===== config.mk =====
export PLATFORM = sky130hd
export DESIGN_NAME = fifo_wr_arbiter
export DESIGN_NICKNAME = d
export VERILOG_FILES = /design/src/rtl/fifo_arb_pkg.sv /design/src/rtl/rr_pick.sv /design/src/rtl/fifo_wr_arbiter.sv
export SDC_FILE = /design/constraint.sdc
export NUM_CORES = 1
export LEC_CHECK = 0
export ABC_AREA = 0
export CAP_MARGIN = 20
export CORE_MARGIN = 1.5
export CORE_UTILIZATION = 33
export CTS_CLUSTER_DIAMETER = 40
export DETAILED_ROUTE_END_ITERATION = 10
export GPL_TIMING_DRIVEN = 0
export PLACE_DENSITY_LB_ADDON = 0.05
export SYNTH_ARGS = -nofsm -noshare
export SYNTH_HDL_FRONTEND = slang
export SYNTH_SLANG_ARGS = --single-unit

===== constraint.sdc =====
create_clock -name i_Clk -period 2.65 [get_ports i_Clk]
set_input_delay 0.53 -clock i_Clk [delete_from_list [all_inputs] [get_ports i_Clk]]
set_output_delay 0.53 -clock i_Clk [all_outputs]
set_load 0.02 [all_outputs]

===== src/rtl/fifo_arb_pkg.sv =====
// Shared types and width helpers for the FIFO write-port arbiter.
// Imported by rr_pick and fifo_wr_arbiter.
package fifo_arb_pkg;

  typedef enum logic {
    IDLE  = 1'b0,
    GRANT = 1'b1
  } state_t;

  // Grant index width; a single-bit index is kept for degenerate sizes.
  function automatic int gnt_w(input int n);
    return (n > 1) ? $clog2(n) : 1;
  endfunction

  // Beat counter width, wide enough to hold MAX_BURST.
  function automatic int cnt_w(input int m);
    return (m > 1) ? $clog2(m + 1) : 1;
  endfunction

endpackage


===== src/rtl/rr_pick.sv =====
// Combinational round-robin picker.
// Searches upward from last_idx+1, wrapping modulo NUM_REQ.
module rr_pick
  import fifo_arb_pkg::*;
#(
  parameter  int NUM_REQ = 4,
  localparam int GNT_W   = gnt_w(NUM_REQ)
) (
  input  logic [NUM_REQ-1:0] req,
  input  logic [GNT_W-1:0]   last_idx,
  output logic               any_req,
  output logic [GNT_W-1:0]   pick_idx
);

  logic [GNT_W-1:0] cand;

  // Walk from farthest to nearest so the nearest set bit wins.
  always_comb begin
    any_req  = |req;
    pick_idx = '0;
    cand     = '0;
    for (int i = NUM_REQ; i >= 1; i--) begin
      cand = GNT_W'((int'(last_idx) + i) % NUM_REQ);
      if (req[cand]) begin
        pick_idx = cand;
      end
    end
  end

endmodule


===== src/rtl/fifo_wr_arbiter.sv =====
// Round-robin arbiter sharing one FIFO write port among producers.
// Grants hold for up to MAX_BURST beats and stall on FIFO full.
module fifo_wr_arbiter
  import fifo_arb_pkg::*;
#(
  parameter  int NUM_REQ    = 4,
  parameter  int DATA_WIDTH = 8,
  parameter  int MAX_BURST  = 4,
  localparam int GNT_W      = gnt_w(NUM_REQ),
  localparam int CNT_W      = cnt_w(MAX_BURST)
) (
  input  logic                          i_Clk,
  input  logic                          i_Rst_n,
  input  logic [NUM_REQ-1:0]            i_Req_Valid,
  input  logic [NUM_REQ*DATA_WIDTH-1:0] i_Req_Data,
  output logic [NUM_REQ-1:0]            o_Req_Ready,
  output logic                          o_Wr_En,
  output logic [DATA_WIDTH-1:0]         o_Wr_Data,
  input  logic                          i_Full,
  output logic [GNT_W-1:0]              o_Grant_Id,
  output logic                          o_Busy
);

  localparam logic [CNT_W-1:0] LAST_CNT = CNT_W'(MAX_BURST - 1);
  localparam logic [GNT_W-1:0] LAST_ID  = GNT_W'(NUM_REQ - 1);

  state_t           state_q;
  state_t           state_d;
  logic [GNT_W-1:0] grant_q;
  logic [GNT_W-1:0] last_q;
  logic [CNT_W-1:0] cnt_q;

  logic             any_req;
  logic [GNT_W-1:0] pick;
  logic             in_grant;
  logic             req_g;
  logic             beat;
  logic             last_beat;
  logic             rel;

  logic [DATA_WIDTH-1:0] req_data [NUM_REQ];

  for (genvar k = 0; k < NUM_REQ; k++) begin : g_unpack
    assign req_data[k] = i_Req_Data[k*DATA_WIDTH +: DATA_WIDTH];
  end

  rr_pick #(
    .NUM_REQ (NUM_REQ)
  ) u_pick (
    .req      (i_Req_Valid),
    .last_idx (last_q),
    .any_req  (any_req),
    .pick_idx (pick)
  );

  // Beat and release qualifiers for the current grant.
  always_comb begin
    in_grant  = (state_q == GRANT);
    req_g     = i_Req_Valid[grant_q];
    beat      = in_grant & req_g & ~i_Full;
    last_beat = beat & (cnt_q == LAST_CNT);
    rel       = in_grant & ~i_Full & (~req_g | last_beat);
  end

  // State register.
  always_ff @(posedge i_Clk or negedge i_Rst_n) begin
    if (!i_Rst_n) begin
      state_q <= IDLE;
    end else begin
      state_q <= state_d;
    end
  end

  // Next-state logic: one idle bubble between grants.
  always_comb begin
    state_d = state_q;
    unique case (state_q)
      IDLE:    if (any_req) state_d = GRANT;
      GRANT:   if (rel)     state_d = IDLE;
      default: state_d = IDLE;
    endcase
  end

  // Grant, round-robin pointer and beat counter.
  always_ff @(posedge i_Clk or negedge i_Rst_n) begin
    if (!i_Rst_n) begin
      grant_q <= '0;
      last_q  <= LAST_ID;
      cnt_q   <= '0;
    end else if (!in_grant) begin
      if (any_req) begin
        grant_q <= pick;
        cnt_q   <= '0;
      end
    end else if (rel) begin
      last_q <= grant_q;
      cnt_q  <= '0;
    end else if (beat) begin
      cnt_q <= cnt_q + CNT_W'(1);
    end
  end

  // Write-port muxing and producer ready.
  always_comb begin
    o_Req_Ready = '0;
    o_Wr_En     = 1'b0;
    o_Wr_Data   = '0;
    o_Busy      = 1'b0;
    unique case (1'b1)
      in_grant: begin
        o_Req_Ready[grant_q] = ~i_Full;
        o_Wr_En              = beat;
        o_Wr_Data            = req_data[grant_q];
        o_Busy               = 1'b1;
      end
      default: ;
    endcase
  end

  assign o_Grant_Id = grant_q;

endmodule


==> results of run 1 <==
==> layer usage <==
metal | wire length, um | global-route usage
met1 | 1060 | 0.223
met2 | 1190 | 0.356
met3 | 217 | 0.0429
met4 | 32 | 0.0769
met5 | 0 | 0
==> cells by family after synthesis <==
group | count (synthesis) | share of synthesized area
adder cells (fa/ha/maj) | 2 | 0.0308
buffers and inverters | 11 | 0.0631
multiplexers | 11 | 0.275
AO/OA/AOI/OAI | 19 | 0.172
AND/OR/NAND/NOR | 32 | 0.209
flip-flops | 8 | 0.249
==> sequential cells by signal, indices dropped and copies added, names as in the netlist <==
register / count
cnt_q: 3
last_q: 2
o_Grant_Id: 2
in_grant: 1
==> timing repair <==
item	in CTS	in global routing
pin swaps	0	0
gates resized for setup	8	3
setup endpoints to repair	7	3
==> per-stage QoR <==
| step | total power, mW | utilization |
|---|---|---|
| detailed placement | 1.24 | 0.610 |
| CTS | 1.32 | 0.617 |
| global placement | 1.22 | 0.610 |
| floorplan | 0.869 | - |
| global route | 1.40 | 0.622 |
| finish | 1.30 | 0.622 |
==> cells in the final DEF, fill, tap and decap left out, types with 2 or more instances in the layout <==
| cell | synthesis | final |
|---|---|---|
| nand3_1 | 2 | 2 |
| and2_1 | 9 | 9 |
| clkdlybuf4s50_1 | 0 | 46 |
| clkbuf_1 | 3 | 3 |
| a21oi_1 | 5 | 5 |
| nor2_1 | 5 | 4 |
| clkbuf_4 | 0 | 3 |
| dfstp_2 | 2 | 2 |
| mux4_2 | 8 | 8 |
| dlygate4sd2_1 | 0 | 7 |
| inv_1 | 5 | 5 |
| nand2b_1 | 3 | 3 |
| mux2_4 | 2 | 2 |
| dfrtp_1 | 6 | 6 |
| ha_1 | 2 | 2 |
| nand2_1 | 6 | 6 |
| o21ai_0 | 5 | 5 |
==> final cells by class <==
cell class                 count  area (um2)
fill                         209         861
multi-input combinational     64         567
timing repair buffer          54         534
sequential                     8         203
tap                           28        35.0
buffer                         5        31.3
clock buffer                   4        26.3
inverter                       5        18.8
==> worst max-delay path by stage <==
stage / to / start / depth (start not counted) / slack [ps]
after floorplan: o_Wr_En / o_Grant_Id[1] / 4 / 530
after global placement: o_Wr_En / i_Req_Valid[1] / 5 / -90
after detailed placement: o_Wr_En / i_Req_Valid[1] / 5 / -100
after CTS: o_Req_Ready[3] / i_Full / 4 / 8
after global routing: o_Wr_Data[1] / i_Req_Data[17] / 4 / 10
final: o_Wr_Data[7] / i_Req_Data[31] / 4 / 50
==> power groups by stage <==
stage | combinational [mW] | sequential (mW) | clock, mW
after floorplan | 0.627 | 0.242 | 0
after global placement | 1.00 | 0.223 | 0
after detailed placement | 1.01 | 0.226 | 0
after CTS | 0.962 | 0.246 | 0.109
after global routing | 1.03 | 0.253 | 0.116
final | 0.954 | 0.245 | 0.104
==> worst max-delay path, stage by stage <==
cell	delay (ps)
clkdlybuf4s50_1	400
mux4_2	450
and2_1	160
clkdlybuf4s50_1	530
==> summary.md, run 1 <==
| Metric | Value |
|---|---|
| Status | complete, no violations |
| Top-area cell type share of the netlist area | 0.222 |
| Dpl ws | -97.7 ps |
| Cell area after synthesis | between 800 and 900 um2 |
| Synth area leaders | mux4_2 (22%), dfrtp_1 (18%), and2_1 (6.9%) |
| Worst Max-Slew Pin Slew | ~480 ps |
| Worst Min Path Start | cnt_q[0] |
| Startpoint Class | input port |
| Final instance area | ~1400 um2 |
| PwrDens | a little over 900 nW/um2 |
| CTS Buf Count | 3 |
| I/O pins | 55 |
| Final period util | 0.983 |
| Sequential Power Share | 0.188 |
| Number of synthesized flops with an enable pin | 0 |
| Synthesized area per cell | roughly 9.8 um2 |
| Relative slew slack | 0.677 |
| Crit Path Class | input port to output pin |
| CP required | approximately 2100 ps |
| Avg WL per Cell | 14.9 um |
| Synthesis-to-finish area growth | 74.0% |
| Final WL | ~2500 um |
| Cell count of the worst hold path | 1 |
| Vias in the first global route | between 900 and 1000 |
| DRC errors left | 0 |
| Most frequent cells after synthesis | and2_1 (9), mux4_2 (8), dfrtp_1 (6), nand2_1 (6) |
| Leakage | about 0.58 nW |
| Max Cap Viol | 0 |
| R2R depth | 6 |
| R2r setup slk | 1000 ps |
| Hold Buf Count CTS | 0 |
| First-pass GRT wire length | ~4100 um |
| Nets | between 150 and 200 |
| Critical Path AT | roughly 2100 ps |
| # diodes | 0 |
| Top FF cell, synth | dfrtp_1 |
| Sw Share | 0.428 |
| Worst-Skew Late Latency | 260 ps |
| Initial Util | 0.357 |
| Cell count after synthesis | 83 |
| Vias/cell | 5.21 |
| Share of layout cells above drive strength 1 | 0.164 |
| Die area | 2770 um2 |
| Hold Path End | cnt_q[0] |
| PortBufs | between 50 and 60 |
| Seq cells post-synth | 8 |
| Post-layout worst setup margin | 45.4 ps |
| GRT Util Overall | 0.197 |
| Peak Freq | about 380 MHz |
| Non-Filler Instances | ~170 |
| CTS Sinks | 8 |
| Top-count cell post-synth | and2_1 |
| Min cycle time layout | 2600 ps |
| Synth cell types | 33 |
| Post-DP HPWL | a little under 2000 um |
| Gpl congestion | 0.747 |
| Final hold vios | 0 |
| Worst r2r dst | last_q[0] |
| Clk pin slew, worst setup/hold paths | about 60 ps |
| Pre-antenna DRT Iters | 4 |
| Post-CTS Setup Inserts | 0 |
| Initial antenna violation count | 0 |
| # rows | 17 |
| Largest net degree at the start of global routing | 11 |
| Root buffer cell | clkbuf_4 |
| Placed instance area | 1390 um2 |
| Clock Power Share | 0.080 |
| Comb power frac | 0.732 |
| Overflow after GRT | 0 |
| Htree depth | 1 |
| RSZ-0062 raised after global routing | false |
| Syn Nets | about 120 |
| Sequential area share after synthesis | 0.249 |
| Post-DRT Antenna Nets | 0 |
| CTS tree | built |
| HP Class | flop to flop |
| Worst-path fanout max | 1 |
| P_int | 0.746 mW |
| Die Ht | around 53 um |
| Final setup violating endpoints | 0 |
| Final Skew | between 7 and 8 ps |
| Area leader, netlist | mux4_2 |
| Endpoint class of the critical path | output pin |
| Worst r2r src | cnt_q[0] |
| Post-synth ARST share | 1.00 |
| Initial DRC count | 16 |
| Worst Hold Slack | slightly above 500 ps |
| Pins Over Slew Limit | 0 |
| Die Span X | around 53 um |
| Yosys warns | 0 |
| Core ar. | 2280 um2 |
| Clock buffer depth | 2 |
| Placed insts | 165 |
| Via Count | just under 900 |
| Switching power | ~0.56 mW |
| Setup TNS | 0 ps |
| Peak VDD IR | approximately 0.61 mV |
No activity file was read; power rests on OpenSTA's default activity.
==> run 2, diff against run 1 <==
clock period = 3.3 ns   (was 2.65 ns; I/O delays follow)
==> run 2 against run 1 <==
- clock skew is 0.58 ps lower
- largest power group unchanged
- non-clock buffer count is 1 higher
- sequential cell count stayed put
==> summary.md, run 2 (synthesis results as in run 1) <==
| Metric | Value |
|---|---|
| Largest net degree at the start of global routing | 11 (unchanged) |
| Critical Path AT | 2340 ps (+270 ps) |
| Post-DRT Antenna Nets | 0 (unchanged) |
| Non-Filler Instances | 169 (+0.60%) |
| Final hold vios | 0 (unchanged) |
| Final setup violating endpoints | 0 (unchanged) |
| Worst r2r src | cnt_q[0] |
| Die Span X | 52.6 um (unchanged) |
| Pins Over Slew Limit | 0 (unchanged) |
| Share of layout cells above drive strength 1 | 0.156 (-0.00826) |
| Critical path startpoint | i_Req_Valid[1] |
| HP Class | flop to flop |
| Post-DP HPWL | 1970 um (unchanged) |
| Max incr delay on CP | 650 ps (+120 ps) |
| RSZ-0062 raised after global routing | false |
| Cell family with most CP delay | buffers and inverters |
| Hold Buf Count CTS | 0 (unchanged) |
| Initial antenna violation count | 0 (unchanged) |
| Final period util | 0.910 |
| Startpoint Class | input port |
| Htree depth | 1 (unchanged) |
| Nets | 183 (+0.55%) |
| Leakage | 0.550 nW (-5.7%) |
| First-pass GRT wire length | 4080 um (-0.17%) |
| Pre-antenna DRT Iters | 4 (unchanged) |
| Vias in the first global route | 911 (-0.11%) |
| Die area | 2770 um2 (unchanged) |
| PortBufs | 54 (unchanged) |
| Max reg flops | 3 (unchanged) |
| DRC errors left | 0 (unchanged) |
| CTS Sinks | 8 (unchanged) |
| Worst Min Path Start | cnt_q[0] |
| # diodes | 0 (unchanged) |
| Min cycle time layout | between 3000 and 4000 ps |
| Status | complete, no violations |
| Clk pin slew, worst setup/hold paths | 60 ps (about the same) |
| Switching power | 0.447 mW (-20%) |
| Initial DRC count | 16 (unchanged) |
| Placed insts | 165 (unchanged) |
| Gpl congestion | 0.747 (unchanged) |
| Post-CTS Resized | 0 (-8) |
| # rows | 17 (unchanged) |
| Worst-path fanout max | 6 (+5) |
| Endpoint class of the critical path | output pin |
| Worst Max-Slew Pin Slew | 476 ps (-4.02 ps) |
| Core ar. | 2280 um2 (unchanged) |
| Die Ht | 52.6 um (unchanged) |
| Sequential Power Share | 0.169 (-0.019) |
| Avg WL per Cell | 14.7 um (-1.5%) |
| Clock buffer depth | 2 (unchanged) |
| Via Count | 879 (+0.34%) |
| Comb power frac | 0.754 (+0.022) |
| Final Skew | 7.35 ps (-0.583 ps) |
| Relative slew slack | 0.680 (+0.00270) |
| Final WL | 2480 um (-0.92%) |
| Overflow after GRT | 0 (unchanged) |
| Sw Share | 0.417 (-0.0112) |
| Peak VDD IR | 0.486 mV (-20%) |
| Vias/cell | 5.20 (-0.25%) |
| Bufs and invs on worst path | 2 (unchanged) |
| Setup TNS | 0 ps (unchanged) |
| Root buffer cell | clkbuf_4 |
| Worst-path cell with the longest stage delay | clkdlybuf4s50_1 |
| Worst-Skew Late Latency | 260 ps (about the same) |
| Filler instances | 208 (-0.48%) |
| Peak Freq | 333 MHz |
| CTS tree | built |
| I/O pins | 55 (unchanged) |
| GRT Util Overall | 0.196 (-0.00120) |
| Most common cell after layout, fill and taps aside | clkdlybuf4s50_1 |
| Top cell by count, worst path | clkdlybuf4s50_1 |
| CP required | 2640 ps (+520 ps) |
| Clock Power Share | 0.078 (-0.002) |
| Critical Path, Cell by Cell | clkdlybuf4s50_1 -> mux2_4 -> nor2_1 -> a211oi_1 -> clkdlybuf4s50_1 |
| Post-CTS Setup Inserts | 0 (unchanged) |
| Largest reg by FF count | cnt_q |
| PwrDens | 758 nW/um2 (-18%) |
| Initial Util | 0.357 (unchanged) |
| Max Cap Viol | 0 (unchanged) |
| Commonest cells after routing, fill and taps aside | clkdlybuf4s50_1 (54), and2_1 (9), mux4_2 (8), nand2_1 (6), dfrtp_1 (6) |
| Core Util, Final | 0.622 (unchanged) |
| CTS Buf Count | 3 (unchanged) |
| Synthesis-to-finish area growth | 74.0% (unchanged) |
| P_int | 0.625 mW (-16%) |
| Crit Path Class | input port to output pin |
==> run 2: final cells by class <==
cell class | instances | area, um2 | area share
inverters | 5 | 18.8 | 0.0133
repair buffers | 54 | 541 | 0.382
clock buffers | 4 | 26.3 | 0.0186
flip-flops and latches | 8 | 203 | 0.143
multi-input cells | 64 | 559 | 0.395
plain buffers | 6 | 32.5 | 0.0230
well taps | 28 | 35.0 | 0.0248
==> run 2: stage by stage <==
| step | setup slack (ps) | total power [mW] | hold slack (ps) | cell area, um2 |
|---|---|---|---|---|
| finish | 297 | 1.07 | 521 | 1420 |
| global route | 207 | 1.15 | 536 | 1420 |
| CTS | 292 | 1.09 | 509 | 1420 |
| detailed placement | 292 | 0.996 | 495 | 1390 |
| global placement | 302 | 0.982 | 489 | 1390 |
| floorplan | 1050 | 0.698 | 364 | 813 |
==> run 2: metal layers <==
metal | GRT usage | vias up | routed length (um)
li1 | - | 420 | -
met1 | 0.226 | 410 | 1050
met2 | 0.350 | 43 | 1160
met3 | 0.0400 | 6 | 232
met4 | 0.0769 | 0 | 29
met5 | 0 | - | 0
==> run 2: final timing paths <==
path	to	slack, ps	cells after the start
worst max-delay path	o_Wr_En	300	5
worst min-delay path	cnt_q[0]	520	1
worst max register to register	last_q[0]	1650	6
worst min register to register	cnt_q[0]	520	1
max in group asynchronous	last_q[0]	2290	1
min in group asynchronous	o_Grant_Id[1]	690	1
==> run 2: power by group through the flow <==
stage               Combinational [mW]  Sequential, mW  Clock (mW)
finish                           0.808           0.181      0.0834
global route                     0.871           0.185      0.0931
CTS                              0.818           0.180      0.0876
detailed placement               0.815           0.182           0
global placement                 0.803           0.179           0
floorplan                        0.504           0.194           0
==> run 3, diff against run 2 <==
CTS_CLUSTER_SIZE = 28   (was unset)
GPL_TIMING_DRIVEN = unset   (was 0)
==> run 3 against run 2 <==
- first-iteration DRC count shrank 13%
- global-route usage shrank 2.2 points
- die area is the same
- sequential power grew 41%
- total power shrank 3.9%
- non-clock buffer count shrank 5
- critical endpoint unchanged
- largest power group unchanged
==> summary.md, run 3 (synthesis results as in run 1) <==
| Metric | Value |
|---|---|
| Final hold vios | 0 (unchanged) |
| Post-CTS Setup Inserts | 0 (unchanged) |
| Final setup violating endpoints | 0 (unchanged) |
| Post-CTS Resized | 0 (unchanged) |
| GRT Util Overall | 0.174 (-0.0221) |
| Clock buffer depth | 2 (unchanged) |
| Gpl congestion | 0.789 (+5.7%) |
| DRC errors left | 0 (unchanged) |
| Peak VDD IR | 0.429 mV (-12%) |
| Worst-path fanout max | 6 (unchanged) |
| HP Class | flop to flop |
| I/O pins | 55 (unchanged) |
| CTS Buf Count | 3 (unchanged) |
| Setup TNS | 0 ps (unchanged) |
| Placed insts | 160 (-3.0%) |
| Final WL | 2280 um (-7.9%) |
| Final instance area | 1390 um2 (-1.8%) |
| CP required | 2640 ps (about the same) |
| R2r setup slk | 1350 ps (-300 ps) |
| Largest net degree at the start of global routing | 20 (+9) |
| Endpoint class of the critical path | output pin |
| Commonest cells after routing, fill and taps aside | clkdlybuf4s50_1 (54), and2_1 (9), mux4_2 (8), nand2_1 (6), dfrtp_1 (6) |
| Worst Min Path Start | cnt_q[0] |
| Non-Filler Instances | 164 (-3.0%) |
| Crit Path Class | input port to output pin |
| Avg WL per Cell | 13.9 um (-5.1%) |
| Peak Freq | 327 MHz (-1.9%) |
| Critical Path AT | 2400 ps (+60 ps) |
| RSZ-0062 raised after global routing | false |
| Worst r2r dst | last_q[0] |
| Placed instance area | 1360 um2 (-1.8%) |
| Initial DRC count | 14 (-2) |
| Via Count | 849 (-3.4%) |
| Largest reg by FF count | cnt_q |
| Die Span X | 52.6 um (unchanged) |
| Overflow after GRT | 0 (unchanged) |
| Pre-antenna DRT Iters | 4 (unchanged) |
| Vias/cell | 5.18 (-0.47%) |
| Worst r2r src | o_Grant_Id[0] |
| Root buffer cell | clkbuf_4 |
| Hold Path End | cnt_q[0] |
| Max Cap Viol | 0 (unchanged) |
| Cell count of the worst hold path | 1 (unchanged) |
| Worst Max-Slew Pin Slew | 798 ps (+322 ps) |
| Die area | 2770 um2 (unchanged) |
| Most common cell after layout, fill and taps aside | clkdlybuf4s50_1 |
| Post-DP HPWL | 1790 um (-8.9%) |
| Core Util, Final | 0.611 (-0.0110) |
| Final Skew | 9.78 ps (+2.42 ps) |
| R2R depth | 4 (-2) |
| Pins Over Slew Limit | 0 (unchanged) |
| CTS Sinks | 8 (unchanged) |
| Vias in the first global route | 822 (-9.8%) |
| Min cycle time layout | 3060 ps (+58.2 ps) |
| First-pass GRT wire length | 3620 um (-11%) |
| PortBufs | 54 (unchanged) |
| # rows | 17 (unchanged) |
| Synthesis-to-finish area growth | 70.9% |
| Filler instances | 178 (-14%) |
| Share of layout cells above drive strength 1 | 0.147 (-0.00897) |
| Die Ht | 52.6 um (unchanged) |
| Final period util | 0.928 (+0.0176) |
| CTS tree | built |
| Nets | 178 (-2.7%) |
| Initial Util | 0.357 (unchanged) |
| # diodes | 0 (unchanged) |
| Initial antenna violation count | 0 (unchanged) |
| Worst-Skew Late Latency | 250 ps (about the same) |
| Hold Buf Count CTS | 0 (unchanged) |
| Max reg flops | 3 (unchanged) |
| Status | complete, no violations |
| Leakage | 0.538 nW (-2.2%) |
| Htree depth | 1 (unchanged) |
| Core ar. | 2280 um2 (unchanged) |
| Relative slew slack | 0.468 (-0.212) |
| Startpoint Class | input port |
| Post-DRT Antenna Nets | 0 (unchanged) |
| Clk pin slew, worst setup/hold paths | 50 ps (about the same) |
| PwrDens | 741 nW/um2 (-2.2%) |
[run 3: cell types whose count changed in the layout (fill, tap and decap cells not counted)]
cell      previous run  this run
buf_2                2         0
buf_6                1         0
clkbuf_1             4         1
buf_4                0         1
[run 3: report_power, final]
group / internal (mW) / total [mW] / switching, mW
logic: 0.411 / 0.698 / 0.286
registers: 0.146 / 0.255 / 0.110
clock network: 0.0461 / 0.0769 / 0.0308
[run 3: layer usage]
| layer | share of wire | GRT usage | vias to the layer above |
|---|---|---|---|
| met3 | 0.091 | 0.0371 | 4 |
| met4 | 0.019 | 0.0812 | 0 |
| met1 | 0.43 | 0.201 | 393 |
| met2 | 0.46 | 0.302 | 38 |
| met5 | 0 | 0 | - |
| li1 | - | - | 414 |
[run 3: layout make-up]
class / count / area (um2) / area share
timing repair buffer: 55 / 548 / 0.394
sequential: 8 / 203 / 0.146
clock buffer: 4 / 26.3 / 0.0189
tap: 28 / 35.0 / 0.0252
multi-input combinational: 64 / 559 / 0.402
inverter: 5 / 18.8 / 0.0135
[run 3: through the flow]
step	hold WS [ps]	setup WS, ps	total power [mW]
after floorplan	364	1050	0.698
after global placement	483	288	0.956
after detailed placement	503	233	0.962
after CTS	513	184	1.04
after global routing	542	38.6	1.11
final	508	239	1.03
[run 3: worst max path at each step]
stage | start | end | slack, ps
after floorplan | o_Grant_Id[1] | o_Wr_En | 1050
after global placement | i_Req_Valid[1] | o_Wr_En | 290
after detailed placement | i_Req_Valid[1] | o_Wr_En | 230
after CTS | o_Grant_Id[0] | o_Wr_Data[7] | 180
after global routing | o_Grant_Id[0] | o_Wr_En | 40
final | i_Req_Valid[1] | o_Wr_En | 240
[run 3: worst max-delay path, cell delays in order]
cell,delay (ps)
clkdlybuf4s50_1,570
mux2_4,220
nor2_1,40
a211oi_1,250
clkdlybuf4s50_1,650
